<file path="src/rtl/ram_pkg.sv">
// Shared types and helpers for the byte-enabled dual-port RAM and its clear sequencer.
// The read-during-write bypass is selected elsewhere by the RAM_RDW_BYPASS_EN macro.
package ram_pkg;

  localparam int unsigned RAM_BYTE = 8;

  typedef enum logic {
    INIT = 1'b0,
    RUN  = 1'b1
  } ram_state_t;

  // One byte lane of a write merge: the enabled lane takes the new byte.
  function automatic logic [RAM_BYTE-1:0] be_merge(
    input logic [RAM_BYTE-1:0] old_b,
    input logic [RAM_BYTE-1:0] new_b,
    input logic                be
  );
    return be ? new_b : old_b;
  endfunction

endpackage

</file>
<file path="src/rtl/ram_clr_seq.sv">
// Clear sequencer: sweeps every address with zero data after reset or a clear
// request, then holds in RUN with ready asserted.
module ram_clr_seq
  import ram_pkg::*;
#(
  parameter int unsigned AWIDTH = 3
) (
  input  logic              clk,
  input  logic              rst_n,
  input  logic              clear_i,
  output logic              ready_o,
  output logic              clr_we_o,
  output logic [AWIDTH-1:0] clr_addr_o
);

  localparam logic [AWIDTH-1:0] LAST_ADDR = '1;

  ram_state_t        state_q;
  logic              ready_q;
  logic [AWIDTH-1:0] clr_addr_q;

  // NOTE: sequential state is assigned with <= so every register samples pre-edge values.
  always_ff @(posedge clk or negedge rst_n) begin
    if (!rst_n) begin
      state_q    <= INIT;
      ready_q    <= 1'b0;
      clr_addr_q <= '0;
    end else begin
      unique case (state_q)
        INIT: begin
          if (clear_i) begin
            clr_addr_q <= '0;
          end else if (clr_addr_q == LAST_ADDR) begin
            state_q    <= RUN;
            ready_q    <= 1'b1;
            clr_addr_q <= '0;
          end else begin
            clr_addr_q <= clr_addr_q + 1'b1;
          end
        end
        RUN: begin
          if (clear_i) begin
            state_q    <= INIT;
            ready_q    <= 1'b0;
            clr_addr_q <= '0;
          end
        end
        default: begin
          state_q <= INIT;
          ready_q <= 1'b0;
        end
      endcase
    end
  end

  assign ready_o    = ready_q;
  assign clr_we_o   = (state_q == INIT);
  assign clr_addr_o = clr_addr_q;

endmodule

</file>
<file path="src/rtl/ram_sync_dp_be.sv">
// Simple dual-port synchronous RAM with per-byte write enables, read valid strobe,
// optional output register (OUT_REG) and hardware zeroing. Macro: RAM_RDW_BYPASS_EN.
module ram_sync_dp_be
  import ram_pkg::*;
#(
  parameter  int unsigned AWIDTH  = 3,
  parameter  int unsigned DWIDTH  = 32,
  parameter  int unsigned OUT_REG = 0,
  localparam int unsigned DEPTH   = 1 << AWIDTH,
  localparam int unsigned BE_W    = DWIDTH / 8
) (
  input  logic              clock,
  input  logic              reset_n,
  input  logic              clear,
  output logic              ready,
  input  logic              wr_en,
  input  logic [AWIDTH-1:0] wr_addr,
  input  logic [BE_W-1:0]   wr_be,
  input  logic [DWIDTH-1:0] wr_data,
  input  logic              rd_en,
  input  logic [AWIDTH-1:0] rd_addr,
  output logic [DWIDTH-1:0] rd_data,
  output logic              rd_valid
);

  logic [DWIDTH-1:0] mem [DEPTH];

  logic              clr_we;
  logic [AWIDTH-1:0] clr_addr;
  logic              wr_fire;
  logic              rd_fire;
  logic [DWIDTH-1:0] merged_w;
  logic [DWIDTH-1:0] rd_word_d;

  ram_clr_seq #(
    .AWIDTH(AWIDTH)
  ) u_clr_seq (
    .clk       (clock),
    .rst_n     (reset_n),
    .clear_i   (clear),
    .ready_o   (ready),
    .clr_we_o  (clr_we),
    .clr_addr_o(clr_addr)
  );

  // A clear in the same cycle as a write wins; the write is dropped.
  assign wr_fire = ready & wr_en & ~clear;
  assign rd_fire = ready & rd_en;

  // NOTE: every always_comb output gets a default first so no latch can be inferred.
  always_comb begin
    merged_w = mem[wr_addr];
    for (int i = 0; i < BE_W; i++) begin
      merged_w[i*RAM_BYTE +: RAM_BYTE] = be_merge(mem[wr_addr][i*RAM_BYTE +: RAM_BYTE],
                                                  wr_data[i*RAM_BYTE +: RAM_BYTE], wr_be[i]);
    end
  end

  // NOTE: the array has no reset; the clear sweep zeroes it, which keeps it mappable to RAM.
  always_ff @(posedge clock) begin
    if (clr_we) begin
      mem[clr_addr] <= '0;
    end else if (wr_fire) begin
      mem[wr_addr] <= merged_w;
    end
  end

`ifdef RAM_RDW_BYPASS_EN
  assign rd_word_d = (wr_fire && (wr_addr == rd_addr)) ? merged_w : mem[rd_addr];
`else
  assign rd_word_d = mem[rd_addr];
`endif

  logic              s1_valid_q;
  logic [DWIDTH-1:0] s1_data_q;
  logic              pipe_valid;
  logic [DWIDTH-1:0] pipe_data;
  logic              rd_valid_q;
  logic [DWIDTH-1:0] rd_data_q;

  // The array is sampled on the request edge so the unbypassed build sees the pre-write word.
  always_ff @(posedge clock or negedge reset_n) begin
    if (!reset_n) begin
      s1_valid_q <= 1'b0;
      s1_data_q  <= '0;
    end else begin
      s1_valid_q <= rd_fire;
      if (rd_fire) s1_data_q <= rd_word_d;
    end
  end

  if (OUT_REG != 0) begin : g_out_reg
    logic              s2_valid_q;
    logic [DWIDTH-1:0] s2_data_q;

    always_ff @(posedge clock or negedge reset_n) begin
      if (!reset_n) begin
        s2_valid_q <= 1'b0;
        s2_data_q  <= '0;
      end else begin
        s2_valid_q <= s1_valid_q;
        if (s1_valid_q) s2_data_q <= s1_data_q;
      end
    end

    assign pipe_valid = s2_valid_q;
    assign pipe_data  = s2_data_q;
  end else begin : g_no_out_reg
    assign pipe_valid = s1_valid_q;
    assign pipe_data  = s1_data_q;
  end

  always_ff @(posedge clock or negedge reset_n) begin
    if (!reset_n) begin
      rd_valid_q <= 1'b0;
      rd_data_q  <= '0;
    end else begin
      rd_valid_q <= pipe_valid;
      if (pipe_valid) rd_data_q <= pipe_data;
    end
  end

  assign rd_valid = rd_valid_q;
  assign rd_data  = rd_data_q;

endmodule

</file>
<file path="config.mk">
export PLATFORM = sky130hd
export DESIGN_NAME = ram_sync_dp_be
export DESIGN_NICKNAME = d
export VERILOG_FILES = /design/src/rtl/ram_pkg.sv /design/src/rtl/ram_clr_seq.sv /design/src/rtl/ram_sync_dp_be.sv
export SDC_FILE = /design/constraint.sdc
export NUM_CORES = 1
export LEC_CHECK = 0
export CORE_UTILIZATION = 35
export CTS_CLUSTER_SIZE = 16
export DETAILED_ROUTE_END_ITERATION = 8
export GPL_TIMING_DRIVEN = 0
export PLACE_DENSITY = 0.5
export SLEW_MARGIN = 20
export SYNTH_ARGS = -nofsm -noshare
export SYNTH_HDL_FRONTEND = slang
export SYNTH_SLANG_ARGS = --single-unit
</file>
<file path="constraint.sdc">
create_clock -name clock -period 2.5 [get_ports clock]
set_clock_uncertainty 0.1 [all_clocks]
set_input_delay 0.75 -clock clock [delete_from_list [all_inputs] [get_ports clock]]
set_output_delay 0.75 -clock clock [all_outputs]
set_load 0.03 [all_outputs]
</file>
* After elaboration in Yosys (flattened, before gate mapping)
Memory sizes are Yosys's and may differ from the RTL's. A register that Yosys moved wholly into a read port is not among the register bits. Index checks and enable logic that the tools add are counted.
Word-level totals: register bits 39, memory bits (writable) 256, bits of input ports 47, output and inout bits 34, word-level logic and storage cells 51, memories kept 1
Memory list:
- mem | depth 8, width 32, read ports 1, clocked after memory_dff 1, wr ports 1, RTL line ram_sync_dp_be.sv:26 | logic [DWIDTH-1:0] mem [DEPTH];
Operators by class: $add $sub $neg 1, equality and inequality tests 8, muxes and demuxes 23, bitwise gates (word level) 5, reductions and logical operators 7
Operators with widths (number):
- two-way mux 32 bit | 1
- two-way mux 8 bit | 4
- OR reduction 32 bit | 1
- two-way mux 3 bit | 4
- two-way mux 1 bit | 10
- AND reduction 2 bit | 4
- one-hot mux 3 bit (2 select lines) | 1
- two-way mux 4 bit | 1
- inequality test 1 bit (second input constant) | 4
- inequality test 2 bit (second input constant) | 2
- one-hot mux 1 bit (2 select lines) | 2
- adder 3 x 1 -> 3 bit (second input constant) | 1
- AND 1 bit | 3
- equality test 3 bit (second input constant) | 1
- AND reduction 3 bit | 1
- inequality test 2 x 1 -> 1 bit (second input constant) | 1
- NOT 1 bit | 2
- zero test 1 bit | 1

* Logic depth before layout (Yosys ltp)
depth in word-level cells 8, mapped depth 5, depth with buffers taken out 5

* By module
Synthesis repeated with hierarchy kept, for this count alone.
Unflattened totals: cell total of the unflattened synthesis 667, area, all modules 12929.9 um2
By module, submodules not included:
- ram_sync_dp_be | instances 1, cells an instance 645, area each 12690.9 um2, sequential area each 9339.0 um2
- ram_clr_seq | instances 1, cells an instance 22, area each 239.0 um2, sequential area each 125.1 um2

* Worst setup path after synthesis
Ideal clock, no wire load.
path kind input port to flip-flop, from in wr_be[0], to mem mem[6][0] (enable), library setup time 383 ps, arrival 2037 ps, required time 2017 ps, path slack -21 ps, stages on the path 3, path buffers 0, path through o41ai_4 nor3_1 nor3_1
Between the ends: cells in the longest elaborated chain, start to end 4, elaborated cells on any way between the ends 5, those cells by class 1 x eq/ne; 2 x mux; 2 x reduce/logical
Ends and longest elaborated chain:
- from (decl) | RTL line ram_sync_dp_be.sv:18 | input logic [BE_W-1:0] wr_be,
- inequality test 1 bit (no line) (*)
- AND reduction 2 bit (no line) (*)
- OR reduction 32 bit (no line)
- two-way mux 3 bit (no line) / two-way mux 4 bit (equally long branches)
- to (decl) | RTL line ram_sync_dp_be.sv:26
Every way passes the cells marked *; elsewhere a longest branch is shown, timed or not.

* Final worst setup path
from in wr_en, to mem mem[0][4] (enable)
Between the ends: cells in the longest elaborated chain, start to end 8, elaborated cells on any way between the ends 12, those cells by class 5 x mux; 2 x bitwise; 5 x reduce/logical
Ends and longest elaborated chain:
- from (decl) | RTL line ram_sync_dp_be.sv:16 | input logic wr_en,
- AND 1 bit (*) (2 in a row) | RTL line ram_sync_dp_be.sv:47 | assign wr_fire = ready & wr_en & ~clear;
- two-way mux 1 bit (*) | RTL line ram_sync_dp_be.sv:63 | end else if (wr_fire) begin
- two-way mux 1 bit (*) | RTL line ram_sync_dp_be.sv:61 | if (clr_we) begin
- two-way mux 1 bit (implied by the code) (*) | RTL line ram_sync_dp_be.sv:64 | mem[wr_addr] <= merged_w;
- AND reduction 2 bit (no line)
- OR reduction 32 bit (no line)
- two-way mux 3 bit (no line) / two-way mux 4 bit (equally long branches)
Marks and branches as above.

==> results.toml <==
[cts]
postCtsHoldBufs = 0
htreeDepth = 2
cts_sinks = 327
cts-root-buf = "clkbuf_16"
clock_latency_ns = 0.52
clk_pin_slew_worst_paths_ns = 0.06
cts_tree = "yes"
cts_buffer_depth = 3
numCtsBuffers = 37

[sta]
post-route-period-util = 0.984
relSlewSlack = 0.286
setup-violations-final = 0
slew_viol_final = 0
fin_tns_setup_ns = 0
fmax_mhz = 407
period_needed_ns = 2.46
worst_pin_slew_ns = 1.07
finalHoldWorstSlack_ns = 0.0474
hold_viol_final = 0

[global_route]
grt_overflow = 0
grt_util_all_layers = 0.185
grt_pass1_wl_um = 51700
grt_antenna_before_repair = 0
grt_pass1_vias = 7782
grt_max_degree = 39

[route]
route.detailed.drc = 0
drt_iter0_markers = 601
wirelength_um = 34600
num_vias = 7642
antenna_left = 0
post_drt_via_cell_ratio = 5.23
wire_per_inst_um = 23.7
drt_first_pass_iters = 5

[synthesis]
ys_seq_area_frac = 0.719
synth_edf_count = 256
synth_flop_cell = "edfxtp_1"
ys_seq_elements = 327
synthesis.nets = 839
synth_area_per_cell_um2 = 16.7
netlist-cell-type-count = 39
synthArstFlopShare = 0.217
syn_inst = 790
synth_area_mm2 = 0.0132
yosys_warnings = 0

[floorplan]
rows = 70
initial_core_util = 0.358
die_w_um = 196
core_area_mm2 = 0.0368
dieArea_mm2 = 0.0384
die_h_um = 196
ios = 81

[critical_path]
timing.rr.start = "u_clr_seq.ready_o"
crit_required_ns = 2.67
ff2ff_setup_slack_ns = 0.24
start_kind = "input pin"
r2r_end = "pipe_data[16]"
slowest_delay_ns = 0.52
path_cells = "clkdlybuf4s50_1, and3b_1, buf_6, buf_8, a21boi_4, nor3_4, buf_4"
critical_path_arrival_ns = 2.63
path_buf_inv = 4
path_delay_family = "buffers and inverters"
path_class = "in -> reg"
crit_fanout = 10
reg2regPathDepth = 5
cp-end-kind = "register"
setup.worst_path.start = "wr_en"
cp_slowest_cell = "a21boi_4"

[pwr]
p_total_mw = 13.5
ir_worst_vdd_uv = 371
powerDensity_mw_per_mm2 = 802
p_leak_nw = 6.37

[place]
port_buffers = 79
place_congestion = 0.782
placed_area_mm2 = 0.0150
dp_cells = 1366
dp_hpwl_um = 23700

[finish]
final_cells = 1461
area_growth_pct = 27.4
layout_common_cells = "256 x edfxtp_1, 92 x mux2_2, 72 x clkdlybuf4s50_1, 71 x dfrtp_1, 66 x mux2i_1"
antenna_cells = 0
final_common_cell = "edfxtp_1"
drive_above_1_share = 0.293
nNetsFinal = 1013
n_fill_cell = 3250
design_area_mm2 = 0.0168

[outcome]
outcome = "finished clean"

[flow_run]
maxCapViolCount = 0

[hold_path]
hp-class = "in -> async"
-- layout make-up --
type	count	area, um^2	share of cell area
inverters	4	15.0	0.000895
clock inverters	17	191	0.0114
plain buffers	50	320	0.0191
repair buffers	135	1310	0.0783
multi-input cells	409	3830	0.229
well taps	468	586	0.0349
flip-flops and latches	327	9460	0.564
clock buffers	51	1050	0.0626
-- cell usage after synthesis, types with 3 or more instances --
| library cell | n | area share |
|---|---|---|
| nor2_1 | 9 | 0.0026 |
| o22ai_1 | 32 | 0.015 |
| clkbuf_1 | 22 | 0.0063 |
| a22o_1 | 32 | 0.021 |
| and3b_1 | 3 | 0.0020 |
| mux2_2 | 92 | 0.079 |
| inv_1 | 4 | 0.0011 |
| mux2i_1 | 66 | 0.050 |
| o31ai_1 | 32 | 0.018 |
| buf_2 | 6 | 0.0023 |
| buf_4 | 10 | 0.0057 |
| a21boi_2 | 3 | 0.0026 |
| nand2_1 | 36 | 0.010 |
| clkbuf_2 | 3 | 0.0011 |
| buf_6 | 7 | 0.0060 |
| dfrtp_1 | 71 | 0.13 |
| and3_1 | 32 | 0.015 |
| edfxtp_1 | 256 | 0.58 |
| nor3b_1 | 3 | 0.0017 |
| nor3_1 | 40 | 0.015 |
| mux2_1 | 4 | 0.0034 |
| a22oi_2 | 3 | 0.0029 |
-- registers in the layout, indices dropped and copies added, names as in the netlist --
register / flops
mem: 256
pipe_data: 32
rd_data: 32
u_clr_seq.clr_addr_o: 3
pipe_valid: 1
rd_valid: 1
u_clr_seq.ready_o: 1
u_clr_seq.state_q: 1
-- through the flow --
stage / setup slack [ns] / utilization
final: 0.0406 / 0.456
after global routing: -0.00282 / 0.456
after CTS: 0.0180 / 0.453
after detailed placement: -0.989 / 0.407
after global placement: -2.82 / 0.395
after floorplan: -0.0206 / -
-- report_power, final --
| part | internal (mW) | leakage [nW] | switching [mW] |
|---|---|---|---|
| clock | 3.36 | 0.600 | 2.12 |
| combinational | 0.704 | 2.39 | 0.907 |
| sequential | 6.23 | 3.38 | 0.141 |
| total | 10.3 | 6.37 | 3.17 |
-- worst max-delay path by stage --
stage / to / slack, ns / cells past startpoint
detailed placement: mem[5][19] / -0.99 / 4
finish: mem[0][4] / 0.04 / 7
CTS: mem[2][26] / 0.02 / 7
global placement: rd_data[18] / -2.82 / 1
floorplan: mem[6][0] / -0.02 / 3
global route: mem[3][16] / -0.003 / 5
-- cell families after synthesis --
group	synth area share
AOI/OAI and AO/OA	0.0712
muxes	0.132
buffers and inverters	0.0252
adders and majority gates	0.00190
and+or+nand+nor	0.0506
DFF	0.719
-- what timing repair did --
action	in CTS	in global routing
resized for setup	48	14
setup buffers	19	8
endpoints found under the setup margin	332	84
gates cloned	0	0
pin swaps	19	12
-- per-layer routing --
layer	share of wire	GRT usage	vias to the layer above	wire length [um]
li1	-	-	3452	-
met1	0.47	0.268	3934	16200
met2	0.45	0.283	203	15700
met3	0.054	0.0327	53	1850
met4	0.025	0.0573	0	855
met5	0	0	-	0
(Power assumes the default switching activity.)
